**src/rtl/ahb_mchan_fifo_if.sv**
```systemverilog
// AHB-Lite slave-side bus bundle for the multi-channel FIFO bridge.
// master drives hsel/haddr/hburst/htrans/hwrite/hwdata; slave drives hrdata/hready/hresp.
interface ahb_mchan_fifo_if #(
  parameter int DWIDTH = 32,
  parameter int AWIDTH = 20
);
  logic              hsel;
  logic [AWIDTH-1:0] haddr;
  logic [2:0]        hburst;
  logic [1:0]        htrans;
  logic              hwrite;
  logic [DWIDTH-1:0] hwdata;
  logic [DWIDTH-1:0] hrdata;
  logic              hready;
  logic [1:0]        hresp;

  modport master (
    output hsel, haddr, hburst, htrans, hwrite, hwdata,
    input  hrdata, hready, hresp
  );

  modport slave (
    input  hsel, haddr, hburst, htrans, hwrite, hwdata,
    output hrdata, hready, hresp
  );
endinterface

```
**src/rtl/ahb_mchan_fifo.sv**
```systemverilog
// AHB-Lite slave in front of NCH synchronous FIFOs with DATA/STATUS/CTRL regs.
// Ports: hclk, hreset (sync, active-low), bus (slave modport), ch_empty, ch_full.
module ahb_mchan_fifo #(
  parameter int DWIDTH = 32,
  parameter int DEPTH  = 16,
  parameter int NCH    = 4,
  parameter int AWIDTH = 20
) (
  input  logic           hclk,
  input  logic           hreset,
  ahb_mchan_fifo_if.slave bus,
  output logic [NCH-1:0] ch_empty,
  output logic [NCH-1:0] ch_full
);
  localparam int PW = $clog2(DEPTH);
  localparam int CW = PW + 1;
  localparam int XW = (NCH > 1) ? $clog2(NCH) : 1;

  typedef enum logic [1:0] {
    S_IDLE,
    S_DATA,
    S_ERR2
  } state_t;

  state_t state, state_nx;

  logic       ph_write;
  logic [3:0] ph_ch;
  logic [1:0] ph_off;

  logic [DWIDTH-1:0] mem [NCH][DEPTH];
  logic [PW-1:0]     wptr [NCH];
  logic [PW-1:0]     rptr [NCH];
  logic [CW-1:0]     cnt  [NCH];

  logic [XW-1:0]     ci;
  logic              ch_ok;
  logic              is_full;
  logic              is_empty;
  logic              err;
  logic              accept;
  logic              do_push;
  logic              do_pop;
  logic              do_flush;
  logic              rdy;
  logic [1:0]        resp;
  logic [DWIDTH-1:0] rdata;
  logic [DWIDTH-1:0] status;
  logic              unused;

  assign unused = ^{bus.hburst, bus.htrans[0],
                    bus.haddr[AWIDTH-1:8], bus.haddr[1:0]};

  assign ci       = ph_ch[XW-1:0];
  assign ch_ok    = ({1'b0, ph_ch} < 5'(NCH));
  // Gated by ch_ok so an out-of-range channel never reads a bogus count.
  assign is_full  = ch_ok && (cnt[ci] == CW'(DEPTH));
  assign is_empty = ch_ok && (cnt[ci] == '0);

  always_comb begin
    status = '0;
    if (ch_ok) begin
      status[0]      = is_empty;
      status[1]      = is_full;
      status[8 +: CW] = cnt[ci];
    end
  end

  always_comb begin
    state_nx = state;
    rdy      = 1'b1;
    resp     = 2'b00;
    rdata    = '0;
    err      = 1'b0;
    do_push  = 1'b0;
    do_pop   = 1'b0;
    do_flush = 1'b0;
    unique case (state)
      S_DATA: begin
        err = !ch_ok || (ph_off == 2'd3) ||
              ((ph_off == 2'd0) && ph_write && is_full) ||
              ((ph_off == 2'd0) && !ph_write && is_empty);
        if (err) begin
          rdy  = 1'b0;
          resp = 2'b01;
        end else begin
          do_push  = (ph_off == 2'd0) && ph_write;
          do_pop   = (ph_off == 2'd0) && !ph_write;
          do_flush = (ph_off == 2'd2) && ph_write && bus.hwdata[0];
          if (do_pop)
            rdata = mem[ci][rptr[ci]];
          else if ((ph_off == 2'd1) && !ph_write)
            rdata = status;
        end
      end
      S_ERR2: resp = 2'b01;
      default: ;
    endcase
    accept = bus.hsel && rdy && bus.htrans[1];
    // E1 is the failing data phase itself; E2 may accept a new address.
    if (err)
      state_nx = S_ERR2;
    else
      state_nx = accept ? S_DATA : S_IDLE;
  end

  assign bus.hready = rdy;
  assign bus.hresp  = resp;
  assign bus.hrdata = rdata;

  always_ff @(posedge hclk) begin
    if (!hreset) begin
      state    <= S_IDLE;
      ph_write <= 1'b0;
      ph_ch    <= '0;
      ph_off   <= '0;
      for (int i = 0; i < NCH; i++) begin
        wptr[i] <= '0;
        rptr[i] <= '0;
        cnt[i]  <= '0;
      end
    end else begin
      state <= state_nx;
      if (accept) begin
        ph_write <= bus.hwrite;
        ph_ch    <= bus.haddr[7:4];
        ph_off   <= bus.haddr[3:2];
      end
      if (do_push) begin
        wptr[ci] <= wptr[ci] + 1'b1;
        cnt[ci]  <= cnt[ci] + 1'b1;
      end
      if (do_pop) begin
        rptr[ci] <= rptr[ci] + 1'b1;
        cnt[ci]  <= cnt[ci] - 1'b1;
      end
      if (do_flush) begin
        wptr[ci] <= '0;
        rptr[ci] <= '0;
        cnt[ci]  <= '0;
      end
    end
  end

  always_ff @(posedge hclk) begin
    if (hreset && do_push)
      mem[ci][wptr[ci]] <= bus.hwdata;
  end

  for (genvar g = 0; g < NCH; g++) begin : g_flag
    assign ch_empty[g] = (cnt[g] == '0);
    assign ch_full[g]  = (cnt[g] == CW'(DEPTH));
  end
endmodule

```
**src/flat_wrapper.sv**
```systemverilog
// flat-port wrapper written by rule: the top's interface ports become plain ports
module ahb_mchan_fifo_flat 
#(
  parameter int DWIDTH = 32,
  parameter int DEPTH  = 16,
  parameter int NCH    = 4,
  parameter int AWIDTH = 20
)
  (hclk, hreset, ch_empty, ch_full, bus_hsel, bus_haddr, bus_hburst, bus_htrans, bus_hwrite, bus_hwdata, bus_hrdata, bus_hready, bus_hresp);
  ahb_mchan_fifo_if #(.DWIDTH(DWIDTH), .AWIDTH(AWIDTH)) bus_i ();
  input  logic hclk;
  input  logic hreset;
  output logic [NCH-1:0] ch_empty;
  output logic [NCH-1:0] ch_full;
  input wire logic [$bits(bus_i.hsel)-1:0] bus_hsel;
  input wire logic [$bits(bus_i.haddr)-1:0] bus_haddr;
  input wire logic [$bits(bus_i.hburst)-1:0] bus_hburst;
  input wire logic [$bits(bus_i.htrans)-1:0] bus_htrans;
  input wire logic [$bits(bus_i.hwrite)-1:0] bus_hwrite;
  input wire logic [$bits(bus_i.hwdata)-1:0] bus_hwdata;
  output wire logic [$bits(bus_i.hrdata)-1:0] bus_hrdata;
  output wire logic [$bits(bus_i.hready)-1:0] bus_hready;
  output wire logic [$bits(bus_i.hresp)-1:0] bus_hresp;
  assign bus_i.hsel = bus_hsel;
  assign bus_i.haddr = bus_haddr;
  assign bus_i.hburst = bus_hburst;
  assign bus_i.htrans = bus_htrans;
  assign bus_i.hwrite = bus_hwrite;
  assign bus_i.hwdata = bus_hwdata;
  assign bus_hrdata = bus_i.hrdata;
  assign bus_hready = bus_i.hready;
  assign bus_hresp = bus_i.hresp;
  ahb_mchan_fifo #(.DWIDTH(DWIDTH), .DEPTH(DEPTH), .NCH(NCH), .AWIDTH(AWIDTH)) u_core (.hclk(hclk), .hreset(hreset), .bus(bus_i), .ch_empty(ch_empty), .ch_full(ch_full));
endmodule
```
**config.mk**
```make
export PLATFORM = sky130hd
export DESIGN_NAME = ahb_mchan_fifo_flat
export DESIGN_NICKNAME = d
export VERILOG_FILES = /design/src/rtl/ahb_mchan_fifo_if.sv /design/src/rtl/ahb_mchan_fifo.sv /design/src/flat_wrapper.sv
export SDC_FILE = /design/constraint.sdc
export NUM_CORES = 2
export LEC_CHECK = 0
export ABC_CLOCK_PERIOD_IN_PS = 5100
export CORE_UTILIZATION = 45
export DETAILED_ROUTE_END_ITERATION = 7
export PLACE_DENSITY = 0.66
export SYNTH_ARGS = -nofsm -noshare
export SYNTH_HDL_FRONTEND = slang
export SYNTH_SLANG_ARGS = --single-unit
export TNS_END_PERCENT = 100
```
**constraint.sdc**
```tcl
create_clock -name hclk -period 5.1 [get_ports hclk]
set_input_delay 1.02 -clock hclk [delete_from_list [all_inputs] [get_ports hclk]]
set_output_delay 1.02 -clock hclk [all_outputs]
set_load 0.03 [all_outputs]
```
### After elaboration in Yosys (flattened, before gate mapping)

Memories as Yosys holds them, arrays and structs flattened. A register that Yosys moved wholly into a read port is not among the register bits.
Index checks and enable logic that the tools add are counted.
W data, S select, Z words.

* $add $sub $neg: 4
* $lt $le $gt $ge: 4
* eq/ne operators: 10
* multiplexer cells: 57
* bitwise logic cells: 7
* reduce and logical (&&, ||, !) cells: 28

Operators by type and width (number)
* $mux W512: 1
* $mux W32: 6
* $bmux W32 S4: 1
* $demux W32 S4: 1
* $mux W2: 13
* $eq A5 B5 Y1 const B: 5
* $logic_not A5 Y1: 5
* $mux W1: 25
* $mux W5: 4
* $mux W4: 4
* $logic_and A1 B1 Y1: 13
* $mux W13: 1
* $ge A5 B5 Y1 const B: 2
* $not A4 Y5: 2
* $add A4 B1 Y4 const B: 2
* $reduce_or A4 Y1: 2
* $eq A2 B2 Y1 const B: 3
* $add A5 B1 Y5 const B: 1
* $lt A5 B1 Y1 const B: 1
* $reduce_or A5 Y1: 1
* $sub A5 B1 Y5 const B: 1
* $eq A2 B1 Y1 const B: 2
* $lt A4 B3 Y1 const B: 1
* $or A1 B1 Y1: 4
* 6 further kinds: 9

* register bits after elaboration: 9
* RAM bits: 2100
* input bits: 61
* logic and storage cells: 119
* memories kept: 4

Memory list
* u_core.mem: depth 4, bits a word 512, read ports 1, clocked after memory_dff 1, write ports 1, line ahb_mchan_fifo.sv:31 `logic [DWIDTH-1:0] mem [NCH][DEPTH];`
* u_core.cnt: depth 4, bits a word 5, read ports 5, clocked after memory_dff 1, write ports 4, line ahb_mchan_fifo.sv:34 `logic [CW-1:0] cnt [NCH];`
* u_core.rptr: depth 4, bits a word 4, read ports 1, clocked after memory_dff 1, write ports 4, line ahb_mchan_fifo.sv:33 `logic [PW-1:0] rptr [NCH];`
* u_core.wptr: depth 4, bits a word 4, read ports 1, clocked after memory_dff 1, write ports 4, line ahb_mchan_fifo.sv:32 `logic [PW-1:0] wptr [NCH];`

### Longest topological paths before layout

* depth in word-level cells: 14
* depth in mapped cells: 13
* mapped depth without buffers: 12

### Worst setup path before layout

No wires, ideal clock.

* path type: reg2out
* start: mem u_core.rptr[1][2] in the netlist's numbering
* end: out bus_hrdata[10]
* arrival time: 3.758 ns
* required time: 4.080 ns
* slack: 0.322 ns
* stages on the path, launching flop included: 12
* buffers on the path: 4
* path through: edfxtp_1 -> clkbuf_1 -> mux4_1 -> buf_2 -> buf_2 -> buf_2 -> nand2_1 -> o21ai_0 -> a32oi_1 -> a32oi_1 -> o2111a_1 -> a2111oi_0

RTL lines
* from (decl): line ahb_mchan_fifo.sv:33
* to (decl): line flat_wrapper.sv:21 `output wire logic [$bits(bus_i.hrdata)-1:0] bus_hrdata;`

==> run summary <==
Following the worst setup path forward leads to its endpoint at bus_hrdata[2]. The final period demand of the worst path was 5.08 ns. The endpoint identified for the worst register-to-register timing path is u_core.cnt[0][4]$_SDFFCE_PN0P_. The worst-case IR drop observed on VDD is 0.340 mV. Setup repair after global routing could not meet its margin everywhere. The tools report the final critical-path setup slack as 0.0164 ns. Summing every instance area after synthesis gives 83000 um^2.

Based on the critical path, the design can be clocked at up to 0.197 GHz. The net count of the finished layout is 4905. Dividing the detail-routed wire length by the instance count gives 27.7 um. By area the synthesized netlist is led by edfxtp_1 (76%), mux4_2 (9.1%), nand2_1 (2.3%), mux2i_1 (2.2%), a211oi_1 (2.1%). The tools report the worst setup skew after layout as 0.0256 ns. Entering global routing, the biggest net connects 107 pins.

For the number of global-route vias before repair, the log shows 43355. The run gives 5 as the number of search-and-repair iterations in the first detailed-routing pass. The chip height came out at 432 um. The HPWL after detailed placement was 115000 um; the post-synthesis average cell area was 18.2 um^2.

The power density relative to cell area works out to 375 nW/um^2. At the pin with the least slew margin, the transition time is 1.26 ns. STA classifies the critical path startpoint as a register.

Counting flops with a built-in enable in the synthesized netlist gives 2100. The hold-fix buffer count after cts was 0; the overall track demand over capacity in global routing was 22.1%. In this run the remaining antenna-violating nets after routing total 0. After detailed routing, the total wire length is 207000 um. Headroom to the max-slew limit came out at 16.0%. Across the run, the number of max-cap violations was 0. For the count of distinct cell types in the synthesized netlist, the log shows 74. The congestion estimate from routability-driven global placement came to 0.854. Counting flops and latches in the post-synthesis netlist gives 2111. The tools report the sort of element at the end of the critical path as an output pin. The path type of the worst setup path was reg2out.

The portion of the clock cycle consumed by the worst path in the final layout was 99.7%. The post-synthesis net count is 4626, and the final number of setup-violating endpoints is 0. The run gives 0 as the number of pins with negative max-slew slack in the final report.

The horizontal die dimension works out to 432 um. The share of synthesized area in the top cell type comes to 75.9%. For this run, design rule violations remaining after detail routing come to 0.

For this configuration, the core starts out at a cell density of 45.3%. The final route contains 44341 vias. Summed over all failing endpoints, the final setup total negative slack is 0 ns. The worst register-to-register path has a depth of 8. For the worst setup timing slack at the placement stage, the log shows 0.0244 ns.

The fraction of registers with async set or reset after synthesis is 0%. Summed over all cells, the static leakage comes to 30.5 nW. The number of placement rows was 157; the endpoint required time on the critical path was 4.08 ns. For the overall power of the completed layout, the log shows 0.0362 W. The commonest non-fill, non-tap cell in the layout is edfxtp_1.

For this design the top-level I/O count stands at 104. The cell type with the largest total area after synthesis is edfxtp_1. Total core area: 183000 um^2. For this run, the leading register cell type out of synthesis is edfxtp_1. For this run the aggregate overflow at the end of global routing stands at 0. In the layout the commonest cells are edfxtp_1 (2100), nand2_1 (506), mux4_2 (334). Compared with the post-synthesis result, the final layout area differs by 16.5%.

The detailed-route vias per instance is 5.94, and the number of buffers inserted by port buffering is 84. Sequential elements use 76.2% of the synthesized area. Gate count after technology mapping: 4556. The run gives 186000 um^2 as the floorplan die area. TritonCTS built the clock tree. Along the worst path, the maximum fanout reaches 48. The number of clock buffers added by TritonCTS is 207. The hold violation count in the final report was 0; the initial antenna violation count was 14. STA puts the critical path data arrival time at 4.06 ns.

The detailed router finished its first iteration with 5127 violations. The flow ran to the end, and the final reports show no timing, DRC or antenna violations. At the later pin of the worst-skew pair, clock insertion delay measures 0.82 ns.

For this design, the sink count on the clock tree is 2111. The setup slack on the worst flop-to-flop path was 1.19 ns; the clock-pin slew of the registers on the worst-case setup and hold paths was 0.06 ns. The H-tree was split into 4 levels. Maximum number of buffers from clock root to sink: 3. Clock tree synthesis selected as its root buffer the cell clkbuf_16. The number of warnings printed during yosys synthesis is 0, and the share of cells above drive strength 1 is 22.4%. The min-delay analysis places its worst path in the category reg2reg. The first global-routing pass estimated 300000 um of wire.
cells in the mapped netlist, types with 6 or more instances:
cell type,n
a2111oi_0,6
a211oi_1,230
a21oi_1,67
a221o_1,11
a221oi_1,22
a311oi_1,59
a31oi_1,63
a32oi_1,6
and3_1,48
buf_1,56
buf_2,94
clkbuf_1,137
dfxtp_1,11
edfxtp_1,2100
ha_1,9
inv_1,26
mux2_2,14
mux2i_1,183
mux4_2,334
nand2_1,506
nand3_1,94
nand4_1,10
nor2_1,133
nor2b_1,145
nor3_1,56
o2111ai_1,6
o21ai_0,38
o21ai_2,7
repair_timing:
action                                  CTS  global route
setup buffers                            21            12
gates resized for setup                  58            49
endpoints found under the setup margin   33            31
gates cloned                              4             3
pin swaps                                 3             6
power breakdown:
group	switching, W	total (W)	internal [W]
combinational	0.00157	0.00241	0.000839
sequential	0.0000214	0.0191	0.0191
clock	0.00624	0.0147	0.00847
worst max-delay path: stages (launching register included):
cell,delay [ns]
dfxtp_4,0.39
buf_4,0.17
buf_4,0.13
buf_12,0.14
buf_16,0.30
mux4_2,0.56
nand2_1,0.08
and3_1,0.20
a311oi_2,0.08
a311oi_1,0.63
a211oi_1,0.12
buf_4,0.20
buf_12,0.13
area by class of cell:
type | count | area (um^2)
Fill cell | 14146 | 86500
Sequential cell | 2111 | 63300
Multi-Input combinational cell | 2127 | 19400
Clock buffer | 266 | 5580
Timing Repair Buffer | 360 | 4310
Tap cell | 2464 | 3080
Clock inverter | 110 | 928
Inverter | 28 | 105
Antenna cell | 5 | 12.5
logic make-up after synthesis:
kind of cell | after synthesis | share of synthesized area [%]
other | 1 | 0.00452
buffers and inverters | 319 | 1.63
AOI/OAI and AO/OA | 548 | 4.79
adders and majority gates | 9 | 0.136
xor gates and xnor gates | 7 | 0.0738
DFF | 2111 | 76.2
muxes | 533 | 11.5
and+or+nand+nor | 1028 | 5.65
state kept, by name, indices dropped and copies added, names as in the netlist, named ones only:
signal           flops
u_core.cnt          20
u_core.ph_write      1
u_core.ph_off        2
u_core.wptr         16
u_core.ph_ch         4
u_core.mem        2048
u_core.rptr         16
u_core.state         2
stage by stage:
| step | cell area, um^2 | hold slack [ns] | cells | utilization [%] |
|---|---|---|---|---|
| 6_report | 96700 | 0.497 | 7471 | 52.8 |
| 5_1_grt | 96700 | 0.527 | 7469 | 52.8 |
| 4_1_cts | 96300 | 0.503 | 7451 | 52.5 |
| 3_5_place_dp | 89200 | 0.495 | 7050 | 48.7 |
| 3_3_place_gp | 89200 | 0.489 | 7050 | 48.7 |
| 2_1_floorplan | 83000 | 0.470 | 4556 | - |
worst min path at each step:
stage	from	to	slack [ns]	depth (start not counted)
6_report	u_core.ph_ch[2]$_SDFFE_PN0P_	u_core.ph_ch[2]$_SDFFE_PN0P_	0.50	2
2_1_floorplan	u_core.ph_ch[2]$_SDFFE_PN0P_	u_core.ph_ch[2]$_SDFFE_PN0P_	0.47	2
3_3_place_gp	u_core.ph_ch[2]$_SDFFE_PN0P_	u_core.ph_ch[2]$_SDFFE_PN0P_	0.49	2
5_1_grt	u_core.ph_ch[3]$_SDFFE_PN0P_	u_core.ph_ch[3]$_SDFFE_PN0P_	0.53	2
4_1_cts	u_core.ph_ch[2]$_SDFFE_PN0P_	u_core.ph_ch[2]$_SDFFE_PN0P_	0.50	2
3_5_place_dp	u_core.ph_ch[2]$_SDFFE_PN0P_	u_core.ph_ch[2]$_SDFFE_PN0P_	0.50	2
metal layers:
metal / routed length [um] / global-route usage (%) / vias to the layer above
met5: 62 / 0 / -
met4: 4620 / 5.87 / 8
met3: 15700 / 3.90 / 287
met2: 102000 / 36.2 / 1786
met1: 84900 / 30.7 / 23355
li1: - / - / 18905
Power figures use the tool's default switching activity.
